[src/rtl/spim_xfer.sv]
// spim_xfer: SPI flash frame sequencer.
// Walks one frame through instruction, address, dummy and data phases. Each
// step is handed to an external byte engine as a one-cycle boper pulse.
// Write data arrives on a ready/valid stream. Read data leaves through a
// single-entry ready/valid buffer. Every output is driven from a register.
module spim_xfer #(
    parameter int CSH_CYC = 2
) (
    input  logic        clk,
    input  logic        rst_n,
    input  logic        start,
    input  logic        abort,
    input  logic        ins_en,
    input  logic [1:0]  ins_mode,
    input  logic [7:0]  ins,
    input  logic [2:0]  addr_len,
    input  logic [1:0]  addr_mode,
    input  logic [31:0] addr,
    input  logic [4:0]  dmy_cyc,
    input  logic        data_rd,
    input  logic [1:0]  data_mode,
    input  logic [15:0] data_len,
    input  logic [7:0]  tx_data,
    input  logic        tx_valid,
    output logic        tx_ready,
    output logic [7:0]  rx_data,
    output logic        rx_valid,
    input  logic        rx_ready,
    output logic        busy,
    output logic        done,
    output logic        spi_cs_n,
    output logic        clr_n,
    output logic [1:0]  boper,
    output logic [1:0]  bmode,
    output logic [7:0]  tbyte,
    output logic [4:0]  dummy,
    input  logic [7:0]  rbyte,
    input  logic        bdone
);

    // The instruction, address and dummy steps are issued on the transition
    // that leaves the previous step, so their ISSUE substate takes no cycle
    // and only the WAIT substate is encoded. The data phase has a real ISSUE
    // substate (S_DATA_I) because it can stall on tx_valid or on rx_ready.
    localparam logic [3:0] S_IDLE   = 4'd0;
    localparam logic [3:0] S_SETUP  = 4'd1;
    localparam logic [3:0] S_INS_W  = 4'd2;
    localparam logic [3:0] S_ADDR_W = 4'd3;
    localparam logic [3:0] S_DMY_W  = 4'd4;
    localparam logic [3:0] S_DATA_I = 4'd5;
    localparam logic [3:0] S_DATA_W = 4'd6;
    localparam logic [3:0] S_HOLD   = 4'd7;
    localparam logic [3:0] S_GAP    = 4'd8;

    localparam logic [1:0] OP_NONE  = 2'b00;
    localparam logic [1:0] OP_WRITE = 2'b01;
    localparam logic [1:0] OP_READ  = 2'b10;
    localparam logic [1:0] OP_DUMMY = 2'b11;

    localparam logic [3:0] GAP_LOAD = 4'(CSH_CYC - 1);

    // Lengths of 5..7 address bytes behave as 4.
    function automatic logic [2:0] addr_clamp(input logic [2:0] len);
        addr_clamp = (len > 3'd4) ? 3'd4 : len;
    endfunction

    // Left-align the used address bytes so the next byte is always [31:24].
    function automatic logic [31:0] addr_align(input logic [2:0] len, input logic [31:0] a);
        case (len)
            3'd1:    addr_align = {a[7:0], 24'h000000};
            3'd2:    addr_align = {a[15:0], 16'h0000};
            3'd3:    addr_align = {a[23:0], 8'h00};
            3'd4:    addr_align = a;
            default: addr_align = 32'h00000000;
        endcase
    endfunction

    logic [3:0]  state_r, nxt_state_s;
    logic        ins_pend_r, nxt_ins_pend_s;
    logic [7:0]  ins_r, nxt_ins_s;
    logic [1:0]  ins_mode_r, nxt_ins_mode_s;
    logic [31:0] addr_sh_r, nxt_addr_sh_s;
    logic [2:0]  addr_cnt_r, nxt_addr_cnt_s;
    logic [1:0]  addr_mode_r, nxt_addr_mode_s;
    logic        dmy_pend_r, nxt_dmy_pend_s;
    logic [4:0]  dmy_r, nxt_dmy_s;
    logic        rd_r, nxt_rd_s;
    logic [1:0]  data_mode_r, nxt_data_mode_s;
    logic [15:0] cnt_r, nxt_cnt_s;
    logic [3:0]  gap_r, nxt_gap_s;
    logic        tx_ready_r, nxt_tx_ready_s;
    logic [7:0]  rx_data_r, nxt_rx_data_s;
    logic        rx_valid_r, nxt_rx_valid_s;
    logic        busy_r, nxt_busy_s;
    logic        done_r, nxt_done_s;
    logic        cs_n_r, nxt_cs_n_s;
    logic        clr_n_r, nxt_clr_n_s;
    logic [1:0]  boper_r, nxt_boper_s;
    logic [1:0]  bmode_r, nxt_bmode_s;
    logic [7:0]  tbyte_r, nxt_tbyte_s;
    logic [4:0]  dummy_r, nxt_dummy_s;

    logic [3:0]  adv_state_s;
    logic        adv_ins_pend_s;
    logic [31:0] adv_addr_sh_s;
    logic [2:0]  adv_addr_cnt_s;
    logic        adv_dmy_pend_s;
    logic [1:0]  adv_boper_s;
    logic [1:0]  adv_bmode_s;
    logic [7:0]  adv_tbyte_s;
    logic [4:0]  adv_dummy_s;

    assign tx_ready = tx_ready_r;
    assign rx_data  = rx_data_r;
    assign rx_valid = rx_valid_r;
    assign busy     = busy_r;
    assign done     = done_r;
    assign spi_cs_n = cs_n_r;
    assign clr_n    = clr_n_r;
    assign boper    = boper_r;
    assign bmode    = bmode_r;
    assign tbyte    = tbyte_r;
    assign dummy    = dummy_r;

    // Pick the next pending step in phase order INS -> ADDR -> DMY -> DATA.
    always_comb begin
        adv_state_s    = S_HOLD;
        adv_ins_pend_s = ins_pend_r;
        adv_addr_sh_s  = addr_sh_r;
        adv_addr_cnt_s = addr_cnt_r;
        adv_dmy_pend_s = dmy_pend_r;
        adv_boper_s    = OP_NONE;
        adv_bmode_s    = bmode_r;
        adv_tbyte_s    = tbyte_r;
        adv_dummy_s    = dummy_r;
        if (ins_pend_r) begin
            adv_state_s    = S_INS_W;
            adv_ins_pend_s = 1'b0;
            adv_boper_s    = OP_WRITE;
            adv_bmode_s    = ins_mode_r;
            adv_tbyte_s    = ins_r;
        end else if (addr_cnt_r != 3'd0) begin
            adv_state_s    = S_ADDR_W;
            adv_addr_cnt_s = addr_cnt_r - 3'd1;
            adv_addr_sh_s  = {addr_sh_r[23:0], 8'h00};
            adv_boper_s    = OP_WRITE;
            adv_bmode_s    = addr_mode_r;
            adv_tbyte_s    = addr_sh_r[31:24];
        end else if (dmy_pend_r) begin
            adv_state_s    = S_DMY_W;
            adv_dmy_pend_s = 1'b0;
            adv_boper_s    = OP_DUMMY;
            adv_bmode_s    = data_mode_r;
            adv_dummy_s    = dmy_r;
        end else if (cnt_r != 16'd0) begin
            if (rd_r) begin
                adv_state_s = S_DATA_W;
                adv_boper_s = OP_READ;
                adv_bmode_s = data_mode_r;
            end else begin
                adv_state_s = S_DATA_I;
            end
        end else begin
            adv_state_s = S_HOLD;
        end
    end

    // Frame sequencer: next value of every register.
    always_comb begin
        nxt_state_s     = state_r;
        nxt_ins_pend_s  = ins_pend_r;
        nxt_ins_s       = ins_r;
        nxt_ins_mode_s  = ins_mode_r;
        nxt_addr_sh_s   = addr_sh_r;
        nxt_addr_cnt_s  = addr_cnt_r;
        nxt_addr_mode_s = addr_mode_r;
        nxt_dmy_pend_s  = dmy_pend_r;
        nxt_dmy_s       = dmy_r;
        nxt_rd_s        = rd_r;
        nxt_data_mode_s = data_mode_r;
        nxt_cnt_s       = cnt_r;
        nxt_gap_s       = gap_r;
        nxt_rx_data_s   = rx_data_r;
        nxt_rx_valid_s  = rx_valid_r;
        nxt_done_s      = 1'b0;
        nxt_clr_n_s     = 1'b1;
        nxt_boper_s     = OP_NONE;
        nxt_bmode_s     = bmode_r;
        nxt_tbyte_s     = tbyte_r;
        nxt_dummy_s     = dummy_r;

        case (state_r)
            S_IDLE: begin
                if (start && !abort) begin
                    nxt_state_s     = S_SETUP;
                    nxt_ins_pend_s  = ins_en;
                    nxt_ins_s       = ins;
                    nxt_ins_mode_s  = ins_mode;
                    nxt_addr_sh_s   = addr_align(addr_clamp(addr_len), addr);
                    nxt_addr_cnt_s  = addr_clamp(addr_len);
                    nxt_addr_mode_s = addr_mode;
                    nxt_dmy_pend_s  = (dmy_cyc != 5'd0);
                    nxt_dmy_s       = dmy_cyc;
                    nxt_rd_s        = data_rd;
                    nxt_data_mode_s = data_mode;
                    nxt_cnt_s       = data_len;
                end else begin
                    nxt_state_s = S_IDLE;
                end
            end
            S_SETUP, S_INS_W, S_ADDR_W, S_DMY_W: begin
                // bdone only matters in a WAIT substate; SETUP always advances.
                if ((state_r == S_SETUP) || bdone) begin
                    nxt_state_s    = adv_state_s;
                    nxt_ins_pend_s = adv_ins_pend_s;
                    nxt_addr_sh_s  = adv_addr_sh_s;
                    nxt_addr_cnt_s = adv_addr_cnt_s;
                    nxt_dmy_pend_s = adv_dmy_pend_s;
                    nxt_boper_s    = adv_boper_s;
                    nxt_bmode_s    = adv_bmode_s;
                    nxt_tbyte_s    = adv_tbyte_s;
                    nxt_dummy_s    = adv_dummy_s;
                end else begin
                    nxt_state_s = state_r;
                end
            end
            S_DATA_I: begin
                if (rd_r) begin
                    // The previous byte must be accepted before the next read.
                    if (!rx_valid_r || rx_ready) begin
                        nxt_rx_valid_s = 1'b0;
                        if (cnt_r != 16'd0) begin
                            nxt_state_s = S_DATA_W;
                            nxt_boper_s = OP_READ;
                            nxt_bmode_s = data_mode_r;
                        end else begin
                            nxt_state_s = S_HOLD;
                        end
                    end else begin
                        nxt_state_s = S_DATA_I;
                    end
                end else begin
                    if (tx_valid && tx_ready_r) begin
                        nxt_state_s = S_DATA_W;
                        nxt_boper_s = OP_WRITE;
                        nxt_bmode_s = data_mode_r;
                        nxt_tbyte_s = tx_data;
                    end else begin
                        nxt_state_s = S_DATA_I;
                    end
                end
            end
            S_DATA_W: begin
                if (bdone) begin
                    nxt_cnt_s = cnt_r - 16'd1;
                    if (rd_r) begin
                        nxt_rx_data_s  = rbyte;
                        nxt_rx_valid_s = 1'b1;
                        nxt_state_s    = S_DATA_I;
                    end else if (cnt_r == 16'd1) begin
                        nxt_state_s = S_HOLD;
                    end else begin
                        nxt_state_s = S_DATA_I;
                    end
                end else begin
                    nxt_state_s = S_DATA_W;
                end
            end
            S_HOLD: begin
                nxt_state_s = S_GAP;
                nxt_done_s  = 1'b1;
                nxt_gap_s   = GAP_LOAD;
            end
            S_GAP: begin
                if (gap_r == 4'd0) begin
                    nxt_state_s = S_IDLE;
                end else begin
                    nxt_gap_s = gap_r - 4'd1;
                end
            end
            default: begin
                nxt_state_s = S_IDLE;
            end
        endcase

        // Abort drops the frame from any active state and clears the engine.
        if (abort && (state_r != S_IDLE)) begin
            nxt_state_s    = S_GAP;
            nxt_gap_s      = GAP_LOAD;
            nxt_boper_s    = OP_NONE;
            nxt_clr_n_s    = 1'b0;
            nxt_rx_valid_s = 1'b0;
            nxt_done_s     = 1'b0;
        end else begin
            nxt_clr_n_s = 1'b1;
        end

        nxt_busy_s     = (nxt_state_s != S_IDLE);
        nxt_cs_n_s     = (nxt_state_s == S_IDLE) || (nxt_state_s == S_GAP);
        nxt_tx_ready_s = (nxt_state_s == S_DATA_I) && !nxt_rd_s;
    end

    // State, latched configuration and registered outputs.
    always_ff @(posedge clk or negedge rst_n) begin
        if (!rst_n) begin
            state_r     <= S_IDLE;
            ins_pend_r  <= 1'b0;
            ins_r       <= 8'h00;
            ins_mode_r  <= 2'b00;
            addr_sh_r   <= 32'h00000000;
            addr_cnt_r  <= 3'd0;
            addr_mode_r <= 2'b00;
            dmy_pend_r  <= 1'b0;
            dmy_r       <= 5'd0;
            rd_r        <= 1'b0;
            data_mode_r <= 2'b00;
            cnt_r       <= 16'd0;
            gap_r       <= 4'd0;
            tx_ready_r  <= 1'b0;
            rx_data_r   <= 8'h00;
            rx_valid_r  <= 1'b0;
            busy_r      <= 1'b0;
            done_r      <= 1'b0;
            cs_n_r      <= 1'b1;
            clr_n_r     <= 1'b1;
            boper_r     <= 2'b00;
            bmode_r     <= 2'b00;
            tbyte_r     <= 8'h00;
            dummy_r     <= 5'd0;
        end else begin
            state_r     <= nxt_state_s;
            ins_pend_r  <= nxt_ins_pend_s;
            ins_r       <= nxt_ins_s;
            ins_mode_r  <= nxt_ins_mode_s;
            addr_sh_r   <= nxt_addr_sh_s;
            addr_cnt_r  <= nxt_addr_cnt_s;
            addr_mode_r <= nxt_addr_mode_s;
            dmy_pend_r  <= nxt_dmy_pend_s;
            dmy_r       <= nxt_dmy_s;
            rd_r        <= nxt_rd_s;
            data_mode_r <= nxt_data_mode_s;
            cnt_r       <= nxt_cnt_s;
            gap_r       <= nxt_gap_s;
            tx_ready_r  <= nxt_tx_ready_s;
            rx_data_r   <= nxt_rx_data_s;
            rx_valid_r  <= nxt_rx_valid_s;
            busy_r      <= nxt_busy_s;
            done_r      <= nxt_done_s;
            cs_n_r      <= nxt_cs_n_s;
            clr_n_r     <= nxt_clr_n_s;
            boper_r     <= nxt_boper_s;
            bmode_r     <= nxt_bmode_s;
            tbyte_r     <= nxt_tbyte_s;
            dummy_r     <= nxt_dummy_s;
        end
    end

endmodule

[config.mk]
export PLATFORM = sky130hd
export DESIGN_NAME = spim_xfer
export DESIGN_NICKNAME = d
export VERILOG_FILES = /design/src/rtl/spim_xfer.sv
export SDC_FILE = /design/constraint.sdc
export NUM_CORES = 1
export LEC_CHECK = 0
export CAP_MARGIN = 20
export CORE_ASPECT_RATIO = 1.1
export CORE_MARGIN = 8
export CORE_UTILIZATION = 45
export DETAILED_ROUTE_END_ITERATION = 16
export GPL_TIMING_DRIVEN = 0
export PLACE_DENSITY = 0.81
export SYNTH_ARGS = -nofsm -noshare
export SYNTH_HDL_FRONTEND = slang
export SYNTH_SLANG_ARGS = --single-unit
[constraint.sdc]
create_clock -name clk -period 2.65 [get_ports clk]
set_input_delay 0.795 -clock clk [delete_from_list [all_inputs] [get_ports clk]]
set_output_delay 0.795 -clock clk [all_outputs]
set_load 0.02 [all_outputs]
==> results.txt <==
The remaining antenna violation count came out at 0. Hold is met by 0.309 ns. The post-synthesis async set-or-reset flop share is 100%. The flow ran to the end, and the final reports show no timing, DRC or antenna violations. The number of warnings printed during yosys synthesis came out at 0. The max-slew headroom at the worst pin is 53.0%. The number of library cell types mapped by synthesis came out at 57. The worst vdd rail ir drop is 0.000366 V. The power per standard cell area came out at 914 nW/um^2.

The number of instances in the placed design is 984. The worst setup path is of the in -> reg kind. Of the total synthesized cell area, the portion taken by full adders, half adders and majority gates is 1.24%. The DRC violation count after routing came out at 0.

Setup violations remaining at the end of the flow were counted as 0. TritonCTS built the clock tree. The first routing iteration left 494 violations. The initial antenna violation count is 0. The first-pass GRT wire length is 27700 um. The worst-case clock buffer depth came out at 2. Summing the areas of all and, or, nand and nor instances in the mapped netlist gives 22.8% of the synthesized area.

The width of the chip is 127 um. The proportion of synthesized area in mux cells came out at 7.07%. Setup repair after global routing left no endpoint under its margin.

The count of mapped cells out of synthesis is 700. Compared with the post-synthesis result, the final layout area differs by 29.8%. Across all setup checks in the final design, the least slack found is 0.126 ns. The die area came out at 17500 um^2. The setup clock skew after layout is 0.0126 ns.

The starting density of the core came out at 46.0%. The post-layout net count is 934. The row count came out at 44. The number of nets in the synthesized netlist is 801.

The total wire length after detailed routing is 17100 um. The number of vias per cell came out at 5.70. Total power for the finished layout comes to 7.20 mW. In this run the post-CTS setup repair buffer count came out at 0.

For this run the aggregate overflow at the end of global routing stands at 0. The post-synthesis instance area came out at 6070 um^2. The detailed-placement wirelength estimate is 12700 um. The clock transition at the register clock pins on the worst setup and hold paths after CTS came out at 0.07 ns. STA classifies the critical path startpoint as an input port. OpenSTA, run right after detailed placement, puts the worst setup slack at -0.516 ns. The area fraction in compound gates after synthesis is 18.8%. Dividing the detail-routed wire length by the instance count gives 17.1 um. The number of diodes came out at 0. After Yosys synthesis, XOR and XNOR cells account for 0% of the synthesized area. The length of the first detailed-routing pass in iterations came out at 5.

The max-slew violation count came out at 0. For this design, the sink count on the clock tree is 112. The clock latency on the worst-skew pair is 0.36 ns. The count of endpoints failing hold in the final timing report is 0. Buffers inserted during clock tree synthesis total 9. The area of all placed cells without fillers came out at 7880 um^2.

For this run, the register share of the synthesized area comes to 46.2%. Counting flops and latches in the post-synthesis netlist gives 112. The standard cell area after detailed placement came out at 7520 um^2. The final core area utilization came out at 59.6%. At the end of routability-driven placement, the weighted congestion stood at 0.880. The number of global-route vias before repair came out at 5544. The critical-path maximum fanout came out at 10. The fraction of layout cells with a size suffix above 1 came out at 8.00%. The count of flip-flops with a built-in enable after synthesis came out at 0.

The overall die height is 138 um. Max-cap violations in this run came to 0. The data arrival time at the worst-slack endpoint came out at 2.74 ns.

The count of boundary I/O pins came out at 126. Data on the critical path is required at its endpoint by 2.86 ns. The most used flip-flop cell after synthesis is sky130_fd_sc_hd__dfrtp_1. The final critical path time including I/O delays and setup came out at 2.52 ns. The leakage power summed over all cells is 3.39 nW. The core area is 13200 um^2. The final-layout setup total negative slack came out at 0 ns. The cell sitting at the root of the clock tree is a sky130_fd_sc_hd__clkbuf_16. In this run the mean area of a mapped cell was 8.67 um^2.

The worst setup path is captured at a flop. For this run, the top clock speed supported by timing is 396 MHz. The overall via count from detail_route came out at 5693. The total of hold buffers inserted after clock tree synthesis is 0. The count of cells in the finished layout, fillers not included, comes to 999. By area, the combinational part of the netlist is dominated by simple AND/OR/NAND/NOR gates. The slew at the pin closest to its max-slew limit came out at 0.703 ns. CTS built an H-tree with a depth of 3. The maximum number of pins on one net before global-route repair is 85. The tightest min-delay check is of the in -> async type. The total of buffers placed on input and output ports is 122.

The overall fraction of global-route tracks in use came out at 19.8%. The final cycle utilization of the critical path is 95.2%.
==> cells in the final DEF, fill, tap and decap left out, drive strengths merged, types with 7 or more instances in the layout <==
cell type      count
a21oi             51
a221oi             8
and3b             10
clkbuf            56
clkdlybuf4s50    121
dfrtp            110
inv               15
mux2              23
mux2i             17
nand2            139
nand2b             7
nand3             17
nor2              62
nor3              12
o211ai            19
o21ai             64
or4                9
==> cells in the mapped netlist (4+ instances only) <==
library cell                  n  area [um^2]
sky130_fd_sc_hd__clkbuf_1    43          161
sky130_fd_sc_hd__a2bb2oi_1    4         35.0
sky130_fd_sc_hd__ha_1         6         75.1
sky130_fd_sc_hd__o22ai_1      6         37.5
sky130_fd_sc_hd__o21ai_0     63          315
sky130_fd_sc_hd__nand2_1    139          522
sky130_fd_sc_hd__inv_1       14         52.6
sky130_fd_sc_hd__o211ai_1    19          143
sky130_fd_sc_hd__mux2_2      23          259
sky130_fd_sc_hd__nor4b_1      4         35.0
sky130_fd_sc_hd__or4_1        7         52.6
sky130_fd_sc_hd__mux2i_1     17          170
sky130_fd_sc_hd__o2bb2ai_1    5         43.8
sky130_fd_sc_hd__nor4_1       6         37.5
sky130_fd_sc_hd__a21oi_1     50          250
sky130_fd_sc_hd__dfrtp_1    110         2750
sky130_fd_sc_hd__o21a_1       4         30.0
sky130_fd_sc_hd__buf_1        4         15.0
sky130_fd_sc_hd__nor3b_1      4         30.0
sky130_fd_sc_hd__nor2_1      62          233
sky130_fd_sc_hd__and2_1       4         25.0
sky130_fd_sc_hd__nand2b_1     7         43.8
sky130_fd_sc_hd__nor3_1      12         60.1
sky130_fd_sc_hd__and3b_1     10         87.6
sky130_fd_sc_hd__nand3_1     17         85.1
sky130_fd_sc_hd__a31oi_1      4         25.0
sky130_fd_sc_hd__a221oi_1     8         70.1
==> registers in the layout (all words and copies together) (netlist names), 2 cells and up <==
register and count:
bmode 2, addr_cnt_r 3, addr_sh_r 32, gap_r 4, ins_r 8, data_mode_r 2
cnt_r 16, dummy 5, addr_mode_r 2, rx_data 8, tbyte 8, state_r 4
boper 2, dmy_r 5, ins_mode_r 2
==> area by class of cell <==
cell class	count	area, um^2
well taps	161	201
clock inverters	4	51.3
plain buffers	47	188
inverters	14	52.6
multi-input cells	526	3080
flip-flops and latches	112	2810
repair buffers	123	1250
fillers	1140	5330
clock buffers	12	256
==> report_power, final <==
group | internal, mW | switching [mW]
logic | 1.24 | 1.68
clock network | 0.788 | 0.626
registers | 2.39 | 0.465
total | 4.43 | 2.78
==> worst paths after layout <==
path	start	endpoint	slack, ns	cells past startpoint
worst max-delay path	abort	addr_sh_r[16]	0.13	6
worst min-delay path	rst_n	cnt_r[15]	0.31	1
worst max register to register	cnt_r[3]	cnt_r[15]	0.14	6
worst min register to register	addr_sh_r[5]	addr_sh_r[5]	0.46	2
max in group asynchronous	rst_n	addr_sh_r[25]	1.63	2
min in group clk	addr_sh_r[5]	addr_sh_r[5]	0.46	2
==> cell families after synthesis <==
kind of cell,count (synthesis)
compound gates,186
flops,112
fa+ha+maj,6
mux,40
simple gates,294
buf+inv,62
==> per-layer routing <==
| metal | share of wire (%) | vias to the layer above | global-route usage, % | routed length (um) |
|---|---|---|---|---|
| li1 | - | 2762 | - | - |
| met3 | 6.3 | 27 | 4.34 | 1070 |
| met2 | 48 | 199 | 33.0 | 8130 |
| met4 | 1.8 | 0 | 6.94 | 300 |
| met5 | 0 | - | 0 | 0 |
| met1 | 44 | 2705 | 25.0 | 7550 |
==> worst max-delay path, cell delays in order <==
cell	delay, ns
sky130_fd_sc_hd__clkdlybuf4s50_1	0.51
sky130_fd_sc_hd__nand2b_1	0.24
sky130_fd_sc_hd__nor2_1	0.39
sky130_fd_sc_hd__a31o_2	0.27
sky130_fd_sc_hd__clkbuf_1	0.40
sky130_fd_sc_hd__a21oi_1	0.14
==> timing repair <==
action | CTS | global route
resized for setup | 3 | 18
gates cloned | 0 | 0
endpoints found under the setup margin | 29 | 52
(Power assumes the default switching activity.)
